===== src/rtl/vga_pkg.sv =====
// Shared constants, colour type and overlay record for the VGA pixel pipeline.
package vga_pkg;

    localparam int unsigned H_ACTIVE   = 640;
    localparam int unsigned V_ACTIVE   = 480;
    localparam int unsigned FB_LATENCY = 2;
    localparam int unsigned SYNC_LAG   = 1;
    localparam int unsigned BOX_THICK  = 2;
    localparam int unsigned CROSS_LEN  = 8;
    localparam int unsigned COORD_W    = 10;

    // 12-bit {R,G,B}, 4 bits per channel
    typedef logic [11:0] rgb444_t;

    localparam rgb444_t BOX_COLOR   = 12'hF00;
    localparam rgb444_t CROSS_COLOR = 12'h0F0;

    // Colour bars, left to right
    localparam rgb444_t COLOR_BAR [0:7] = '{
        12'hFFF,  // white
        12'hFF0,  // yellow
        12'h0FF,  // cyan
        12'h0F0,  // green
        12'hF0F,  // magenta
        12'hF00,  // red
        12'h00F,  // blue
        12'h000   // black
    };

    // Overlay description as written by the gesture detector
    typedef struct packed {
        logic [COORD_W-1:0] x0;
        logic [COORD_W-1:0] y0;
        logic [COORD_W-1:0] x1;
        logic [COORD_W-1:0] y1;
        logic [COORD_W-1:0] cx;
        logic [COORD_W-1:0] cy;
        logic               valid;
    } overlay_cfg_t;

endpackage


===== src/rtl/vga_delay_line.sv =====
// Reset-clearable shift register used to align pixel tags and syncs with frame-buffer data.
module vga_delay_line #(
    parameter int unsigned      WIDTH     = 1,
    parameter int unsigned      DEPTH     = 1,
    parameter logic [WIDTH-1:0] RESET_VAL = '0
) (
    input  logic             clk_i,
    input  logic             rst_ni,
    input  logic [WIDTH-1:0] d_i,
    output logic [WIDTH-1:0] q_o
);

    logic [WIDTH-1:0] stage_q [DEPTH];
    logic [WIDTH-1:0] stage_d [DEPTH];

    // Each stage takes the one before it; stage 0 takes the input
    always_comb begin
        stage_d[0] = d_i;
        for (int unsigned i = 1; i < DEPTH; i++) begin
            stage_d[i] = stage_q[i-1];
        end
    end

    // Stage registers, cleared to RESET_VAL
    always_ff @(posedge clk_i or negedge rst_ni) begin
        if (!rst_ni) begin
            for (int unsigned i = 0; i < DEPTH; i++) begin
                stage_q[i] <= RESET_VAL;
            end
        end else begin
            stage_q <= stage_d;
        end
    end

    assign q_o = stage_q[DEPTH-1];

endmodule


===== src/rtl/vga_pixel_pipeline.sv =====
// VGA output stage: aligns syncs with frame-buffer data, overlays the detector box and
// centroid crosshair (double-buffered per frame), and registers the connector pins.
module vga_pixel_pipeline
    import vga_pkg::*;
#(
    parameter int unsigned FB_LAT    = FB_LATENCY,
    parameter int unsigned SYNC_LAGC = SYNC_LAG,
    parameter int unsigned THICK     = BOX_THICK,
    parameter int unsigned ARM_LEN   = CROSS_LEN,
    parameter rgb444_t     BOX_COL   = BOX_COLOR,
    parameter rgb444_t     CROSS_COL = CROSS_COLOR
) (
    input  logic        clk_25mhz,
    input  logic        rst_n,
    input  logic        hsync_in,
    input  logic        vsync_in,
    input  logic        active_in,
    input  logic [9:0]  x_pos,
    input  logic [9:0]  y_pos,
    input  logic [11:0] fb_rdata,
    input  logic        pattern_en,
    input  logic        box_wr,
    input  logic [9:0]  box_x0,
    input  logic [9:0]  box_y0,
    input  logic [9:0]  box_x1,
    input  logic [9:0]  box_y1,
    input  logic [9:0]  cen_x,
    input  logic [9:0]  cen_y,
    input  logic        obj_valid,
    output logic [3:0]  vga_r,
    output logic [3:0]  vga_g,
    output logic [3:0]  vga_b,
    output logic        vga_hsync,
    output logic        vga_vsync,
    output logic        frame_start
);

    // Syncs already lag x/y, so they need that much less delay to meet the colour
    localparam int unsigned SYNC_DEPTH = FB_LAT + 1 - SYNC_LAGC;

    localparam logic [9:0]        THICK_W   = 10'(THICK);
    localparam logic signed [10:0] ARM_W    = 11'(ARM_LEN);
    localparam logic [9:0]        COMMIT_Y  = 10'(V_ACTIVE);

    // ---------------------------------------------------------------------------------------
    // Alignment delay lines
    // ---------------------------------------------------------------------------------------
    logic [20:0] pix_tag_in;
    logic [20:0] pix_tag_s;
    logic        act_s;
    logic [9:0]  x_s;
    logic [9:0]  y_s;
    logic [1:0]  sync_s;

    assign pix_tag_in = {active_in, x_pos, y_pos};
    assign act_s      = pix_tag_s[20];
    assign x_s        = pix_tag_s[19:10];
    assign y_s        = pix_tag_s[9:0];

    vga_delay_line #(
        .WIDTH     (21),
        .DEPTH     (FB_LAT),
        .RESET_VAL ('0)
    ) u_pix_dly (
        .clk_i  (clk_25mhz),
        .rst_ni (rst_n),
        .d_i    (pix_tag_in),
        .q_o    (pix_tag_s)
    );

    // Last stage of this line is the registered sync pin pair
    vga_delay_line #(
        .WIDTH     (2),
        .DEPTH     (SYNC_DEPTH),
        .RESET_VAL (2'b11)
    ) u_sync_dly (
        .clk_i  (clk_25mhz),
        .rst_ni (rst_n),
        .d_i    ({hsync_in, vsync_in}),
        .q_o    (sync_s)
    );

    assign vga_hsync = sync_s[1];
    assign vga_vsync = sync_s[0];

    // ---------------------------------------------------------------------------------------
    // Staging / shadow registers
    // ---------------------------------------------------------------------------------------
    overlay_cfg_t stage_q, stage_d;
    overlay_cfg_t shadow_q, shadow_d;
    logic         pending_q, pending_d;
    logic         pat_q, pat_d;
    logic         is_commit;

    // First pixel of the first blanking line: nothing visible is in flight
    assign is_commit   = (x_pos == 10'd0) && (y_pos == COMMIT_Y);
    assign frame_start = is_commit && rst_n;

    // Commit copies the old staging; a write on the same cycle stays pending
    always_comb begin
        stage_d   = stage_q;
        shadow_d  = shadow_q;
        pending_d = pending_q;
        pat_d     = pat_q;
        if (is_commit) begin
            pat_d = pattern_en;
            if (pending_q) begin
                shadow_d  = stage_q;
                pending_d = 1'b0;
            end
        end
        if (box_wr) begin
            stage_d   = '{x0: box_x0, y0: box_y0, x1: box_x1, y1: box_y1,
                          cx: cen_x, cy: cen_y, valid: obj_valid};
            pending_d = 1'b1;
        end
    end

    // Staging and shadow state
    always_ff @(posedge clk_25mhz or negedge rst_n) begin
        if (!rst_n) begin
            stage_q   <= '0;
            shadow_q  <= '0;
            pending_q <= 1'b0;
            pat_q     <= 1'b0;
        end else begin
            stage_q   <= stage_d;
            shadow_q  <= shadow_d;
            pending_q <= pending_d;
            pat_q     <= pat_d;
        end
    end

    // ---------------------------------------------------------------------------------------
    // Overlay and colour selection on the delayed pixel
    // ---------------------------------------------------------------------------------------
    logic             box_ok;
    logic             in_box;
    logic             near_edge;
    logic             box_edge;
    logic             on_cross;
    logic [9:0]       d_left, d_right, d_top, d_bot;
    logic signed [10:0] dx_c, dy_c;
    rgb444_t          src_pix;
    rgb444_t          pix_col;
    rgb444_t          rgb_q, rgb_d;

    // Box edge, crosshair and source pixel, highest priority first
    always_comb begin
        box_ok  = shadow_q.valid && (shadow_q.x0 <= shadow_q.x1) && (shadow_q.y0 <= shadow_q.y1);
        in_box  = (x_s >= shadow_q.x0) && (x_s <= shadow_q.x1) &&
                  (y_s >= shadow_q.y0) && (y_s <= shadow_q.y1);
        // Only meaningful inside the box, where none of these underflow
        d_left    = x_s - shadow_q.x0;
        d_right   = shadow_q.x1 - x_s;
        d_top     = y_s - shadow_q.y0;
        d_bot     = shadow_q.y1 - y_s;
        near_edge = (d_left < THICK_W) || (d_right < THICK_W) ||
                    (d_top < THICK_W) || (d_bot < THICK_W);
        box_edge  = box_ok && in_box && near_edge;

        // Signed 11-bit differences so arms clip at the screen edge instead of wrapping
        dx_c     = $signed({1'b0, x_s}) - $signed({1'b0, shadow_q.cx});
        dy_c     = $signed({1'b0, y_s}) - $signed({1'b0, shadow_q.cy});
        on_cross = shadow_q.valid &&
                   (((y_s == shadow_q.cy) && (dx_c >= -ARM_W) && (dx_c <= ARM_W)) ||
                    ((x_s == shadow_q.cx) && (dy_c >= -ARM_W) && (dy_c <= ARM_W)));

        src_pix = pat_q ? COLOR_BAR[x_s[8:6]] : fb_rdata;

        if (box_edge) begin
            pix_col = BOX_COL;
        end else if (on_cross) begin
            pix_col = CROSS_COL;
        end else begin
            pix_col = src_pix;
        end

        rgb_d = act_s ? pix_col : '0;
    end

    // Registered colour pins
    always_ff @(posedge clk_25mhz or negedge rst_n) begin
        if (!rst_n) begin
            rgb_q <= '0;
        end else begin
            rgb_q <= rgb_d;
        end
    end

    assign vga_r = rgb_q[11:8];
    assign vga_g = rgb_q[7:4];
    assign vga_b = rgb_q[3:0];

endmodule

===== config.mk =====
export PLATFORM = sky130hd
export DESIGN_NAME = vga_pixel_pipeline
export DESIGN_NICKNAME = d
export VERILOG_FILES = /design/src/rtl/vga_pkg.sv /design/src/rtl/vga_delay_line.sv /design/src/rtl/vga_pixel_pipeline.sv
export SDC_FILE = /design/constraint.sdc
export NUM_CORES = 1
export LEC_CHECK = 0
export BUFFER_PORTS_ARGS = -buffer_cell sky130_fd_sc_hd__buf_4
export CELL_PAD_IN_SITES_DETAIL_PLACEMENT = 1
export CELL_PAD_IN_SITES_GLOBAL_PLACEMENT = 2
export CORE_UTILIZATION = 38
export CTS_CLUSTER_DIAMETER = 150
export CTS_CLUSTER_SIZE = 8
export DETAILED_ROUTE_END_ITERATION = 8
export GPL_ROUTABILITY_DRIVEN = 0
export GPL_TIMING_DRIVEN = 1
export HOLD_SLACK_MARGIN = 0.06
export PLACE_DENSITY = 0.87
export SLEW_MARGIN = 10
export SYNTH_ARGS = -nofsm -noshare
export SYNTH_HDL_FRONTEND = slang
export SYNTH_SLANG_ARGS = --single-unit
export TNS_END_PERCENT = 1

===== constraint.sdc =====
create_clock -name clk_25mhz -period 3.12 [get_ports clk_25mhz]
set_input_delay 0.936 -clock clk_25mhz [delete_from_list [all_inputs] [get_ports clk_25mhz]]
set_output_delay 0.936 -clock clk_25mhz [all_outputs]
set_load 0.1 [all_outputs]

==> impl_table.tex <==
\begin{tabular}{lr}
\hline
Metric & Value \\
\hline
\multicolumn{2}{l}{\textbf{Placed design}} \\
Count of buffers inserted at the top-level ports & 114 \\
Final HPWL DP & 19.35 mm \\
Post-placement worst setup slack & -287.9 ps \\
\multicolumn{2}{l}{\textbf{Critical path}} \\
Slowest stage cell on the critical path & sky130\_fd\_sc\_hd\_\_nor4\_4 \\
Worst r2r path cells & 12 \\
Critical Setup Path Class & in -> out \\
Type of element launching the critical path & input pin \\
Worst path bufs/invs & 4 \\
Critical Path Fanout Max & 2 \\
Most repeated library cell on the critical path & sky130\_fd\_sc\_hd\_\_buf\_4 \\
Beginning of the worst register-to-register path & shadow\_q[31] \\
List of cells traversed by the critical path & buf\_4, nor4\_4, buf\_4, nand2\_2, nor3\_2, buf\_4, and2\_4, buf\_12 \\
Critical Path Max Stage Delay & 250 ps \\
Critical path capture point type & output pin \\
Worst reg2reg setup slack & 80 ps \\
Family of cells with the greatest summed delay on the critical path & buffers and inverters \\
Required time reported for the critical path endpoint & 2180 ps \\
Critical path arrival & 2150 ps \\
Capturing point of the worst reg2reg path & rgb\_q[6] \\
Number of cells on the critical path & 8 \\
\multicolumn{2}{l}{\textbf{Min path}} \\
Terminating pin of the worst hold path & u\_pix\_dly.q\_o[15] \\
Tightest Hold Check Type & reg -> reg \\
Worst hold start & u\_pix\_dly.stage\_d[15] \\
Cell depth of the worst min-delay path & 0 \\
\multicolumn{2}{l}{\textbf{Timing}} \\
Worst-case clock skew & 11.08 ps \\
Slew at the pin closest to its max-slew limit & 821.3 ps \\
Setup violators final & 0 \\
Final sum of negative setup slack & 0 ps \\
Number of hold violations in the final report & 0 \\
Final number of max-transition violations & 0 \\
Timing-limited maximum frequency & 324.0 MHz \\
Setup WS post-layout & 33.97 ps \\
Share of the clock period used by the worst path after layout & 98.91\% \\
Clock period minus worst slack & 3086 ps \\
Unrepaired setup endpoints after global routing & true \\
Slew margin rel. & 45.25\% \\
\multicolumn{2}{l}{\textbf{Layout}} \\
Total inserted antenna cells & 0 \\
Area added between synthesis and finish & 22.89\% \\
Sequential cell area in the final layout & 4561 µm² \\
Final design utilization & 47.59\% \\
Number of fill cells in the layout & 2838 \\
Fraction of final layout cells with drive strength greater than 1 & 24.95\% \\
Final \#Nets & 1277 \\
Combined area of the multi-input logic cells & 4810 µm² \\
\multicolumn{2}{l}{\textbf{Power}} \\
Worst vdd ir & 317.1 µV \\
Combinational power share & 11.9\% \\
Clk network pwr share & 41.9\% \\
Net switching component of the power & 1.426 mW \\
Power density over the cells & 461.7 nW/µm² \\
Switching part of the total & 25.85\% \\
Pint & 4.091 mW \\
Standby leakage power & 5.551 nW \\
Sequential group share of total power & 46.3\% \\
\multicolumn{2}{l}{\textbf{GRT}} \\
Wire length of the first global-routing pass & 41.79 mm \\
Tot GR Track Use & 20.46\% \\
Vias in the first global route & 7974 \\
Initial antenna violation count & 0 \\
Gr ovfl total & 0 \\
Pin count of the biggest net entering global routing & 117 \\
\multicolumn{2}{l}{\textbf{Synthesis}} \\
Register bit total from synthesis & 182 \\
Ranking of synthesized cells by instance count & sky130\_fd\_sc\_hd\_\_dfrtp\_1 (178), sky130\_fd\_sc\_hd\_\_inv\_1 (103), sky130\_fd\_sc\_hd\_\_nand2\_1 (95) \\
Number of warnings reported in the yosys synthesis log & 0 \\
Synth Flop Type & sky130\_fd\_sc\_hd\_\_dfrtp\_1 \\
Post-Synthesis Mean Instance Area & 10.23 µm² \\
Cell area after technology mapping & 9723 µm² \\
Number of standard cells after synthesis & 950 \\
Most numerous cell in the Yosys netlist & sky130\_fd\_sc\_hd\_\_dfrtp\_1 \\
Sequential area share after synthesis & 46.89\% \\
Largest area contributor in the synthesized netlist & sky130\_fd\_sc\_hd\_\_dfrtp\_1 \\
Number of synthesized flops with an enable pin & 0 \\
Synthesized Nets & 1134 \\
Fraction of synthesized cell area taken by the top area cell type & 45.81\% \\
Fraction of synthesis flops using an asynchronous set or reset pin & 100.0\% \\
Library cells used by synthesis & 70 \\
Top cells by area in the synthesized netlist & sky130\_fd\_sc\_hd\_\_dfrtp\_1 (46\%), sky130\_fd\_sc\_hd\_\_ha\_1 (10\%), sky130\_fd\_sc\_hd\_\_mux2\_2 (7.4\%) \\
\multicolumn{2}{l}{\textbf{Routing}} \\
Wire length after detailed routing & 25.73 mm \\
Routed length per instance & 17.91 µm \\
Count of routing violations after the opening detailed-route iteration & 273 \\
Antenna-violating nets left & 0 \\
Detailed Routing Iterations Pass 1 & 4 \\
Total via count in the routed design & 7508 \\
DRC violation count after routing & 0 \\
Via count normalized by instance count & 5.228 \\
\multicolumn{2}{l}{\textbf{Die}} \\
I/O Pins & 115 \\
DIE WIDTH & 162.0 µm \\
Effective utilization at floorplan & 38.72\% \\
Vertical extent of the die & 162.0 µm \\
Total Die Area & 26230 µm² \\
Core Footprint & 25110 µm² \\
Site row count & 58 \\
\multicolumn{2}{l}{\textbf{Clock network}} \\
TritonCTS Buffers & 17 \\
Clk root buf & sky130\_fd\_sc\_hd\_\_clkbuf\_16 \\
Latest clock arrival within the worst-skew pair & 430 ps \\
Maximum count of clock buffers along a single path & 2 \\
Hold-fix buffers, CTS & 0 \\
Number of clock sinks & 182 \\
Clock input transition at the sequential cells of the worst setup and hold paths & 70 ps \\
CTS tree & yes \\
CTS H-tree depth & 4 \\
\multicolumn{2}{l}{\textbf{Job}} \\
Max-cap violation count & 0 \\
\multicolumn{2}{l}{\textbf{Outcome}} \\
Outcome & completed \\
\hline
\end{tabular}
-- stage by stage --
stage / hold slack (ps) / instances / total power, mW / instance area (µm²)
final: 349.5 / 1436 / 5.517 / 11950
after floorplan: 331.2 / 950 / 2.950 / 9724
after CTS: 350.1 / 1436 / 5.576 / 11890
after detailed placement: 335.6 / 1402 / 3.244 / 11190
after global placement: 334.3 / 1402 / 3.228 / 11190
after global routing: 353.9 / 1436 / 5.740 / 11950
-- cells in the final DEF, fill, tap and decap left out, types with 14 or more instances in the layout --
cell,count
sky130_fd_sc_hd__a21oi_1,54
sky130_fd_sc_hd__buf_4,139
sky130_fd_sc_hd__clkbuf_16,17
sky130_fd_sc_hd__dfrtp_1,177
sky130_fd_sc_hd__ha_1,80
sky130_fd_sc_hd__inv_1,103
sky130_fd_sc_hd__mux2_2,64
sky130_fd_sc_hd__nand2_1,93
sky130_fd_sc_hd__nand4_1,14
sky130_fd_sc_hd__nor2_1,33
sky130_fd_sc_hd__o21ai_0,90
-- kinds of logic (layout without fill, tap and decap cells) --
logic type	count (synthesis)	after routing	synth area share [%]
compound gates	235	235	15.17
xor+xnor	22	22	1.982
fa+ha+maj	84	84	11.12
buf+inv	125	281	4.851
flops	182	182	46.89
mux	71	71	8.133
simple gates	231	231	11.85
-- worst register-to-register path, cell delays in order (launching register included) --
cell	delay [ps]
sky130_fd_sc_hd__dfrtp_1	390
sky130_fd_sc_hd__inv_1	80
sky130_fd_sc_hd__ha_1	160
sky130_fd_sc_hd__inv_1	60
sky130_fd_sc_hd__fa_1	380
sky130_fd_sc_hd__a21o_1	200
sky130_fd_sc_hd__a21oi_2	190
sky130_fd_sc_hd__xnor2_1	80
sky130_fd_sc_hd__or4_1	490
sky130_fd_sc_hd__a211o_1	280
sky130_fd_sc_hd__nor3_4	240
sky130_fd_sc_hd__o41a_4	260
sky130_fd_sc_hd__a31oi_1	80
-- metal layers --
layer  wire [µm]  global-route usage (%)  vias to the layer above
met3         878                   3.192                       32
met2       11750                   32.34                      126
met5           0                       0                        -
met1       12620                   28.80                     3692
met4         478                   6.261                        0
li1            -                       -                     3658
-- what timing repair did --
item	in CTS	in global routing
cloned	0	0
setup endpoints to repair	5	13
pin swaps	3	2
setup buffers	2	0
gates resized for setup	13	12
-- power groups by stage --
stage	logic, mW	registers [mW]	clock network (mW)
floorplan	0.302	2.65	0
global placement	0.633	2.60	0
global route	0.718	2.57	2.45
detailed placement	0.645	2.60	0
finish	0.654	2.55	2.31
CTS	0.657	2.55	2.37
-- worst max-delay path by stage --
stage | startpoint | end | slack, ps
2_1_floorplan | x_pos[6] | frame_start | 70
3_3_place_gp | y_pos[0] | frame_start | -230
3_5_place_dp | y_pos[0] | frame_start | -290
4_1_cts | y_pos[0] | frame_start | 6
5_1_grt | shadow_q[31] | rgb_q[6] | -40
6_report | y_pos[0] | frame_start | 30
-- sequential cells by signal, summed over array words and instances, names as in the netlist --
signal / cells
shadow_q: 61
stage_q: 61
u_pix_dly.q_o: 21
u_pix_dly.stage_d: 21
rgb_q: 12
u_sync_dly.q_o: 2
u_sync_dly.stage_d: 2
pat_q: 1
pending_q: 1
-- cell type report --
| type | instances | area share, % |
|---|---|---|
| clock inverters | 13 | 1.382 |
| well taps | 330 | 3.455 |
| multi-input cells | 643 | 40.25 |
| repair buffers | 145 | 9.686 |
| flip-flops and latches | 182 | 38.17 |
| clock buffers | 19 | 3.791 |
| inverters | 104 | 3.267 |
No activity file was read; power rests on OpenSTA's default activity.
